File: config.mk
export PLATFORM = sky130hd
export DESIGN_NAME = cplx_mult_param
export DESIGN_NICKNAME = d
export VERILOG_FILES = /design/src/rtl/cplx_mult_param_pkg.sv /design/src/rtl/cplx_mult_param_fsm.sv /design/src/rtl/cplx_mult_param.sv
export SDC_FILE = /design/constraint.sdc
export NUM_CORES = 1
export LEC_CHECK = 0
export CORE_AREA = 4 4 154 216
export CTS_CLUSTER_DIAMETER = 60
export CTS_CLUSTER_SIZE = 28
export DETAILED_ROUTE_END_ITERATION = 12
export DIE_AREA = 0 0 158 220
export DONT_BUFFER_PORTS = 1
export SLEW_MARGIN = 30
export SYNTH_ARGS = -nofsm -noshare
export SYNTH_HDL_FRONTEND = slang
export SYNTH_SLANG_ARGS = --single-unit
File: constraint.sdc
create_clock -name clk -period 5.6 [get_ports clk]
set_input_delay 0.56 -clock clk [delete_from_list [all_inputs] [get_ports clk]]
set_output_delay 0.56 -clock clk [all_outputs]
set_load 0.02 [all_outputs]
File: src/rtl/cplx_mult_param_pkg.sv
// Shared definitions for cplx_mult_param: FSM state encoding, product indices
// and the multiply-step count derived from the number of multipliers.
package cplx_mult_param_pkg;

  typedef enum logic [1:0] {
    IDLE    = 2'd0,
    MULT    = 2'd1,
    COMPUTE = 2'd2,
    RESULT  = 2'd3
  } state_t;

  localparam logic [1:0] P_RR = 2'd0;  // a_re * b_re
  localparam logic [1:0] P_II = 2'd1;  // a_im * b_im
  localparam logic [1:0] P_RI = 2'd2;  // a_re * b_im
  localparam logic [1:0] P_IR = 2'd3;  // a_im * b_re

  function automatic int steps_of(input int num_mult);
    return 4 / num_mult;
  endfunction

endpackage

File: src/rtl/cplx_mult_param_fsm.sv
// Control FSM for cplx_mult_param: sequences IDLE/MULT/COMPUTE/RESULT, counts
// multiply steps and produces the handshake outputs and datapath enables.
module cplx_mult_param_fsm
  import cplx_mult_param_pkg::*;
#(
  parameter int NUM_MULT = 2
) (
  input  logic       clk,
  input  logic       rstn,
  input  logic       sw_rst,
  input  logic       op_val,
  input  logic       res_ready,
  output logic       op_ready,
  output logic       res_val,
  output logic       busy,
  output logic       load,
  output logic       step_en,
  output logic       compute_en,
  output logic [1:0] step
);

  localparam logic [1:0] LAST_STEP = 2'(steps_of(NUM_MULT) - 1);

  state_t state;

  assign op_ready   = (state == IDLE) | ((state == RESULT) & res_ready);
  assign load       = op_val & op_ready & ~sw_rst;
  assign step_en    = (state == MULT) & ~sw_rst;
  assign compute_en = (state == COMPUTE) & ~sw_rst;

  always_ff @(posedge clk or negedge rstn) begin
    if (!rstn) begin
      state   <= IDLE;
      step    <= 2'd0;
      res_val <= 1'b0;
      busy    <= 1'b0;
    end else if (sw_rst) begin
      state   <= IDLE;
      step    <= 2'd0;
      res_val <= 1'b0;
      busy    <= 1'b0;
    end else begin
      case (state)
        IDLE: begin
          if (op_val) begin
            state <= MULT;
            step  <= 2'd0;
            busy  <= 1'b1;
          end
        end
        MULT: begin
          if (step == LAST_STEP) begin
            state <= COMPUTE;
            step  <= 2'd0;
          end else begin
            step <= step + 2'd1;
          end
        end
        COMPUTE: begin
          state   <= RESULT;
          res_val <= 1'b1;
        end
        RESULT: begin
          // Handoff; a waiting operand pair is taken on the same edge
          if (res_ready) begin
            res_val <= 1'b0;
            step    <= 2'd0;
            if (op_val) begin
              state <= MULT;
            end else begin
              state <= IDLE;
              busy  <= 1'b0;
            end
          end
        end
        default: state <= IDLE;
      endcase
    end
  end

endmodule

File: src/rtl/cplx_mult_param.sv
// Sequential complex multiplier with NUM_MULT time-shared multipliers.
// Define CPLX_MULT_CONJ_EN to add the conj_b input (result A*conj(B)).
module cplx_mult_param
  import cplx_mult_param_pkg::*;
#(
  parameter int DATA_W   = 8,
  parameter int NUM_MULT = 2,
  parameter int CNT_W    = 16
) (
  input  logic                clk,
  input  logic                rstn,
  input  logic                sw_rst,
  input  logic                op_val,
  output logic                op_ready,
  input  logic [DATA_W-1:0]   a_re,
  input  logic [DATA_W-1:0]   a_im,
  input  logic [DATA_W-1:0]   b_re,
  input  logic [DATA_W-1:0]   b_im,
`ifdef CPLX_MULT_CONJ_EN
  input  logic                conj_b,
`endif
  output logic                res_val,
  input  logic                res_ready,
  output logic [2*DATA_W:0]   res_re,
  output logic [2*DATA_W:0]   res_im,
  output logic                busy,
  output logic [CNT_W-1:0]    done_cnt
);

  localparam int PW = 2 * DATA_W;
  localparam int RW = PW + 1;

  if (NUM_MULT != 1 && NUM_MULT != 2 && NUM_MULT != 4) begin : g_bad_num_mult
    $error("cplx_mult_param: NUM_MULT must be 1, 2 or 4");
  end

  function automatic logic signed [PW-1:0] mul_full(input logic signed [DATA_W-1:0] x,
                                                    input logic signed [DATA_W-1:0] y);
    logic signed [PW-1:0] xe;
    logic signed [PW-1:0] ye;
    xe = {{DATA_W{x[DATA_W-1]}}, x};
    ye = {{DATA_W{y[DATA_W-1]}}, y};
    return xe * ye;
  endfunction

  function automatic logic signed [RW-1:0] ext(input logic signed [PW-1:0] p);
    return {p[PW-1], p};
  endfunction

  logic       load, step_en, compute_en;
  logic [1:0] step;

  cplx_mult_param_fsm #(.NUM_MULT(NUM_MULT)) u_fsm (
    .clk        (clk),
    .rstn       (rstn),
    .sw_rst     (sw_rst),
    .op_val     (op_val),
    .res_ready  (res_ready),
    .op_ready   (op_ready),
    .res_val    (res_val),
    .busy       (busy),
    .load       (load),
    .step_en    (step_en),
    .compute_en (compute_en),
    .step       (step)
  );

  // Stage p0: operand capture
  logic signed [DATA_W-1:0] a_re_p0, a_im_p0, b_re_p0, b_im_p0;
  logic                     conj_p0;
  logic                     conj_in;

`ifdef CPLX_MULT_CONJ_EN
  assign conj_in = conj_b;
`else
  assign conj_in = 1'b0;
`endif

  always_ff @(posedge clk or negedge rstn) begin
    if (!rstn) begin
      a_re_p0 <= '0;
      a_im_p0 <= '0;
      b_re_p0 <= '0;
      b_im_p0 <= '0;
      conj_p0 <= 1'b0;
    end else if (load) begin
      a_re_p0 <= a_re;
      a_im_p0 <= a_im;
      b_re_p0 <= b_re;
      b_im_p0 <= b_im;
      conj_p0 <= conj_in;
    end
  end

  // Stage p1: time-shared multipliers, step k fills products k*NUM_MULT upward
  logic signed [PW-1:0] mul_out [NUM_MULT];
  logic [1:0]           mul_idx [NUM_MULT];
  logic signed [PW-1:0] prod_p1 [4];

  for (genvar m = 0; m < NUM_MULT; m++) begin : g_mul
    logic signed [DATA_W-1:0] opa, opb;
    assign mul_idx[m] = 2'(int'(step) * NUM_MULT + m);
    always_comb begin
      opa = a_re_p0;
      opb = b_re_p0;
      case (mul_idx[m])
        P_RR: begin opa = a_re_p0; opb = b_re_p0; end
        P_II: begin opa = a_im_p0; opb = b_im_p0; end
        P_RI: begin opa = a_re_p0; opb = b_im_p0; end
        P_IR: begin opa = a_im_p0; opb = b_re_p0; end
        default: ;
      endcase
    end
    assign mul_out[m] = mul_full(opa, opb);
  end

  always_ff @(posedge clk or negedge rstn) begin
    if (!rstn) begin
      for (int i = 0; i < 4; i++) prod_p1[i] <= '0;
    end else if (step_en) begin
      for (int m = 0; m < NUM_MULT; m++) prod_p1[mul_idx[m]] <= mul_out[m];
    end
  end

  // Stage p2: add/sub, one guard bit so extreme operands cannot overflow
  logic signed [RW-1:0] res_re_p2, res_im_p2;

  always_ff @(posedge clk or negedge rstn) begin
    if (!rstn) begin
      res_re_p2 <= '0;
      res_im_p2 <= '0;
    end else if (compute_en) begin
      if (conj_p0) begin
        res_re_p2 <= ext(prod_p1[P_RR]) + ext(prod_p1[P_II]);
        res_im_p2 <= ext(prod_p1[P_IR]) - ext(prod_p1[P_RI]);
      end else begin
        res_re_p2 <= ext(prod_p1[P_RR]) - ext(prod_p1[P_II]);
        res_im_p2 <= ext(prod_p1[P_RI]) + ext(prod_p1[P_IR]);
      end
    end
  end

  assign res_re = res_re_p2;
  assign res_im = res_im_p2;

  always_ff @(posedge clk or negedge rstn) begin
    if (!rstn) begin
      done_cnt <= '0;
    end else if (sw_rst) begin
      done_cnt <= '0;
    end else if (res_val & res_ready) begin
      done_cnt <= done_cnt + 1'b1;
    end
  end

endmodule

* After elaboration in Yosys (flattened, before gate mapping)
Index checks and enable logic that the tools add are counted.
** Word-level totals
- Input port bits :: 37
- Register bits :: 152
- Logic and storage cells :: 96
- Output and inout port bits :: 53
** Cells by class
- Bitwise operators :: 10
- Reduce and logical (&&, ||, !) cells :: 18
- Add/subtract/negate cells :: 5
- Muxes and demuxes :: 31
- $mul :: 2
- Order comparisons :: 4
- Eq/ne operators :: 11
** Operators by type and width (count)
- bitwise mux 64 bit :: 2
- demux 16 bit (select 2 bit) :: 2
- two-way mux 16 bit :: 4
- one-hot mux 8 bit (2 select lines) :: 3
- multiplier 8 x 8 -> 16 bit :: 2
- adder 16 x 16 -> 17 bit :: 1
- subtractor 16 x 16 -> 17 bit :: 1
- adder 16 x 1 -> 16 bit (second input constant) :: 1
- two-way mux 2 bit :: 8
- inequality test 3 bit (second input constant) :: 4
- OR reduction 2 bit :: 5
- equality test 2 bit (second input constant) :: 4
- two-way mux 8 bit :: 1
- one-hot mux 2 bit (4 select lines) :: 1
- two-way mux 1 bit :: 7
- AND 1 bit :: 6
- equality test 2 x 1 -> 1 bit (second input constant) :: 3
- greater-or-equal comparator 3 bit (second input constant) :: 2
- logical NOT 2 bit :: 3
- < comparator 3 x 1 -> 1 bit (second input constant) :: 2
- inverter 2 -> 3 bit :: 2
- one-hot mux 2 bit (3 select lines) :: 1
- AND reduction 3 bit :: 2
- nonzero test 3 bit :: 2
- 9 further kinds :: 12

* Longest topological paths before layout
- Word-level depth :: 7
- Depth in mapped cells :: 20
- Gate-level depth less buffers :: 18

* Modules after synthesis
From an unflattened synthesis, not the netlist that was laid out.
** Unflattened totals
- Cell total of the unflattened synthesis :: 1323
- Area, all modules :: 12754.7 µm²
** Modules (own cells, without submodules)
- cplx_mult_param :: times used 1, area each 12280.5 µm², cells an instance 1269, seq. area each 3653.5 µm²
- cplx_mult_param_fsm :: times used 1, area each 474.2 µm², cells an instance 54, seq. area each 150.1 µm²

* Worst setup path before layout
OpenSTA, ideal clock, no wires.
- Kind :: flip-flop to flip-flop
- From :: reg u_fsm.step[0]
- To :: reg prod_p1[15] (netlist bit)
- Stages on the path, launching flop included :: 20
- Arrival :: 4928 ps
- Slack :: 534 ps
- Cell sequence :: dfrtp_1 buf_2 buf_2 mux2_2 and2_1 fa_1 inv_1 fa_1 inv_1 fa_1 inv_1 fa_1 inv_1 ha_1 nand2_1 a221oi_1 o21ai_0 a31oi_1 xnor2_1 o21ai_0
** Between the ends
- Cells in the longest elaborated chain, start to end :: 7
- Elaborated cells on any way between the ends :: 29
- Classes of those cells :: 1 x add/sub; 2 x mul; 4 x order compare; 3 x eq/ne; 9 x mux; 2 x bitwise; 8 x reduce/logical
** Ends and longest elaborated chain
- start, declared :: RTL line cplx_mult_param_fsm.sv:19 : output logic [1:0] step
- start signal, assigned :: RTL line cplx_mult_param_fsm.sv:56 : step <= step + 2'd1;
- parallel branches: the longest is 6 deep, another holds multiplier 8 x 8 -> 16 bit
- bitwise mux 64 bit (*) :: RTL line cplx_mult_param.sv:121 : for (int m = 0; m < NUM_MULT; m++) prod_p1[mul_idx[m]] <= mul_out[m];
- end, declared :: RTL line cplx_mult_param.sv:98 : logic signed [PW-1:0] prod_p1 [4];
Every way passes the cells marked *.
A chain may end at the register's enable or synchronous reset.

* Worst setup path after layout
Ends and elaborated chain as after synthesis.

==> key figures <==
Yosys
  • Post-synthesis cell count: 1290
  • Syn avg cell area: just under 10 um2
  • Yosys reg bits: around 150
  • Async SR Flop Fraction: 100%
  • Ys Warns: 0
  • Syn nets: roughly 1500
  • Synthesized cell area: roughly 12000 um2
  • Library cells used by synthesis: 61
  • Post-synth EDFFs: 0
  • Ys flop type: dfrtp_1
  • Sequential cell area fraction in the yosys report: 30.6%

STA
  • Final Setup Violations: 0
  • Final hold viol count: 0
  • RSZ-0062 raised after global routing: no
  • TNS Setup: 0 ns
  • Final Skew: 0.0113 ns
  • Worst slew pin tran: 0.783 ns
  • Tmin final: between 5 and 6 ns
  • Slew HR: 47.8%
  • Part of the cycle the worst path needs: 90.8%
  • Fmax: 197 MHz
  • Max-slew violation count: 0

Placement
  • Buffers on Ports: 0
  • HPWL reported at the end of detailed placement: 21200 um
  • Global placement routability congestion: 0.850

Worst setup path
  • Crit path buf inv count: 4
  • RR Startpoint: u_fsm.step[0]$_DFFE_PN0P_
  • R2R cell count: 17
  • CP delay by family, top: adder cells
  • CP startpoint: u_fsm.step[0]$_DFFE_PN0P_
  • Crit path depth: 17
  • Critical path's largest stage delay: 0.61 ns
  • Crit Path Max Fanout: 14
  • Critical Path AT: 5.37 ns
  • Crit-path slowest cell: fa_1
  • Critical path startpoint category: flop
  • Critical Path, Cell by Cell: mux2_2, and2_1, fa_1, inv_1, fa_1, inv_1, fa_1, inv_1, fa_1, inv_1, ha_1, nand2_1, a221oi_1, o21ai_0, a31oi_1, xnor2_1, o21ai_0
  • Crit end category: flop
  • Worst EP required: a little under 6 ns
  • Crit path kind: flop to flop

Clock network
  • CTS buffer count: 17
  • Clock-pin slew on the worst setup and hold paths: 0.07 ns
  • CTS tree: yes
  • H-Tree Depth: 4
  • Root Driver: clkbuf_16
  • Max clock buf depth: 2
  • Worst-Skew Late Latency: 0.42 ns
  • CTS Sinks: 152
  • Setup Fix Bufs, Post-CTS: 0

Die
  • Core area: between 30000 and 40000 um2
  • Ports: 90
  • Die Wd: 158 um
  • Core Rows: 77
  • DIE AREA: 34800 um2
  • Die height: roughly 220 um
  • Initial core utilization: about two fifths

Detailed routing
  • Initial DRC Count: 373
  • DRC: 0
  • Total number of vias: 8364
  • WL/cell: 15.5 um
  • Pre-antenna DRT Iters: 5
  • ANT nets after route: 0
  • Total Wirelength: ~26000 um
  • Vias per cell: 4.91

Status
  • Run status: finished clean

GRT
  • Largest net degree at the start of global routing: 153
  • First-pass GRT wire length: 45900 um
  • Total track usage: approximately 16%
  • Vias in the first global route: 8848
  • Initial antenna violation count: 0
  • Residual overflow from global routing: 0

Cells and area
  • Most common cell after layout, fill and taps aside: inv_1
  • Layout area overhead: 9.19%
  • Filler instances: 3022
  • Multi-input logic area: roughly 7700 um2
  • Nets: 1539
  • N_diodes: 0
  • Layout cells sized above 1: 8.65%
  • Most frequent cells in the layout: inv_1, dfrtp_1, nand2_1
  • Register area: 3800 um2

Job
  • # Max-Cap Violations: 0

Hold path
  • Hold Path Class: input pin to asynchronous set/reset pin
-- layer usage --
| layer | GRT usage, % | vias up | part of all wire (%) |
|---|---|---|---|
| met1 | 21.3 | 4076 | 46 |
| met5 | 0 | - | 0 |
| met3 | 3.03 | 15 | 3.4 |
| met2 | 28.3 | 116 | 50 |
| met4 | 3.76 | 0 | 1.2 |
| li1 | - | 4157 | - |
-- metrics by stage --
| stage | hold WS [ns] | std cells | setup slack, ns | cell area [um2] | utilization (%) |
|---|---|---|---|---|---|
| 5_1_grt | 0.166 | 1702 | 0.102 | 13600 | 43.3 |
| 4_1_cts | 0.140 | 1702 | 0.269 | 13600 | 43.3 |
| 3_5_place_dp | 0.273 | 1669 | 0.316 | 12900 | 41.3 |
| 2_1_floorplan | 0.264 | 1290 | 0.534 | 12400 | - |
| 3_3_place_gp | 0.273 | 1669 | 0.428 | 12900 | 41.3 |
| 6_report | 0.0992 | 1702 | 0.513 | 13600 | 43.3 |
-- worst reg2reg max path: stages, from the launching register on --
cell and delay, ns:
dfrtp_2 0.56, mux2_2 0.45, and2_1 0.23, fa_1 0.61, inv_1 0.15, fa_1 0.55
inv_1 0.06, fa_1 0.53, inv_1 0.05, fa_1 0.52, inv_1 0.04, ha_1 0.33
nand2_1 0.06, a221oi_1 0.20, o21ai_0 0.16, a31oi_1 0.19, xnor2_1 0.15, o21ai_0 0.09
-- logic make-up (layout without fill, tap and decap cells) --
kind of cell,Yosys count,count (layout),share of synthesized area (%)
simple gates,362,362,14.3
flops,152,152,30.6
buf+inv,238,255,7.32
fa+ha+maj,208,208,27.7
xor+xnor,69,69,4.86
compound gates,202,202,10.0
mux,59,59,5.21
-- cell type report --
type / instances / area share (%)
Inverter: 204 / 5.64
Sequential cell: 152 / 28.0
Clock inverter: 10 / 1.04
Multi-Input combinational cell: 900 / 57.0
Timing Repair Buffer: 19 / 1.20
Clock buffer: 22 / 3.49
Tap cell: 395 / 3.64
-- what timing repair did --
action / in CTS / in global routing
resized for setup: 0 / 1
endpoints found under the hold margin: 152 / 0
endpoints found under the setup margin: 0 / 6
hold buffers: 1 / 0
-- final timing paths --
| path | to | slack (ns) |
|---|---|---|
| min in group clk | u_fsm.res_val$_DFFE_PN0P_ | 0.20 |
| max in group asynchronous | prod_p1[31]$_DFFE_PN0P_ | 4.87 |
| min | u_fsm.step[0]$_DFFE_PN0P_ | 0.1 |
| max | prod_p1[15]$_DFFE_PN0P_ | 0.51 |
| min reg2reg | prod_p1[50]$_DFFE_PN0P_ | 0.48 |
| max reg2reg | prod_p1[15]$_DFFE_PN0P_ | 0.51 |
-- Yosys cell counts, types with 16 or more instances --
library cell | count | area share [%]
xor2_1 | 32 | 2.3
xnor2_1 | 37 | 2.6
and2_1 | 29 | 1.5
nand2b_1 | 16 | 0.81
o21ai_0 | 96 | 3.9
fa_1 | 112 | 18
dfrtp_1 | 152 | 31
a21oi_1 | 26 | 1.0
nor2b_1 | 62 | 3.1
mux2_2 | 46 | 4.2
nor2_1 | 54 | 1.6
nand2_1 | 149 | 4.5
inv_1 | 204 | 6.2
clkbuf_1 | 25 | 0.75
ha_1 | 96 | 9.7
-- registers in the layout, summed over array words and instances (netlist names) --
name / cells
prod_p1: 64
res_im: 17
res_re: 17
done_cnt: 16
a_im_p0: 8
a_re_p0: 8
b_im_p0: 8
b_re_p0: 8
u_fsm.state: 2
u_fsm.step: 2
u_fsm.busy: 1
u_fsm.res_val: 1
Power is not shown: default switching activity piles up to over one toggle a cycle in this logic, so the estimate is an artifact.
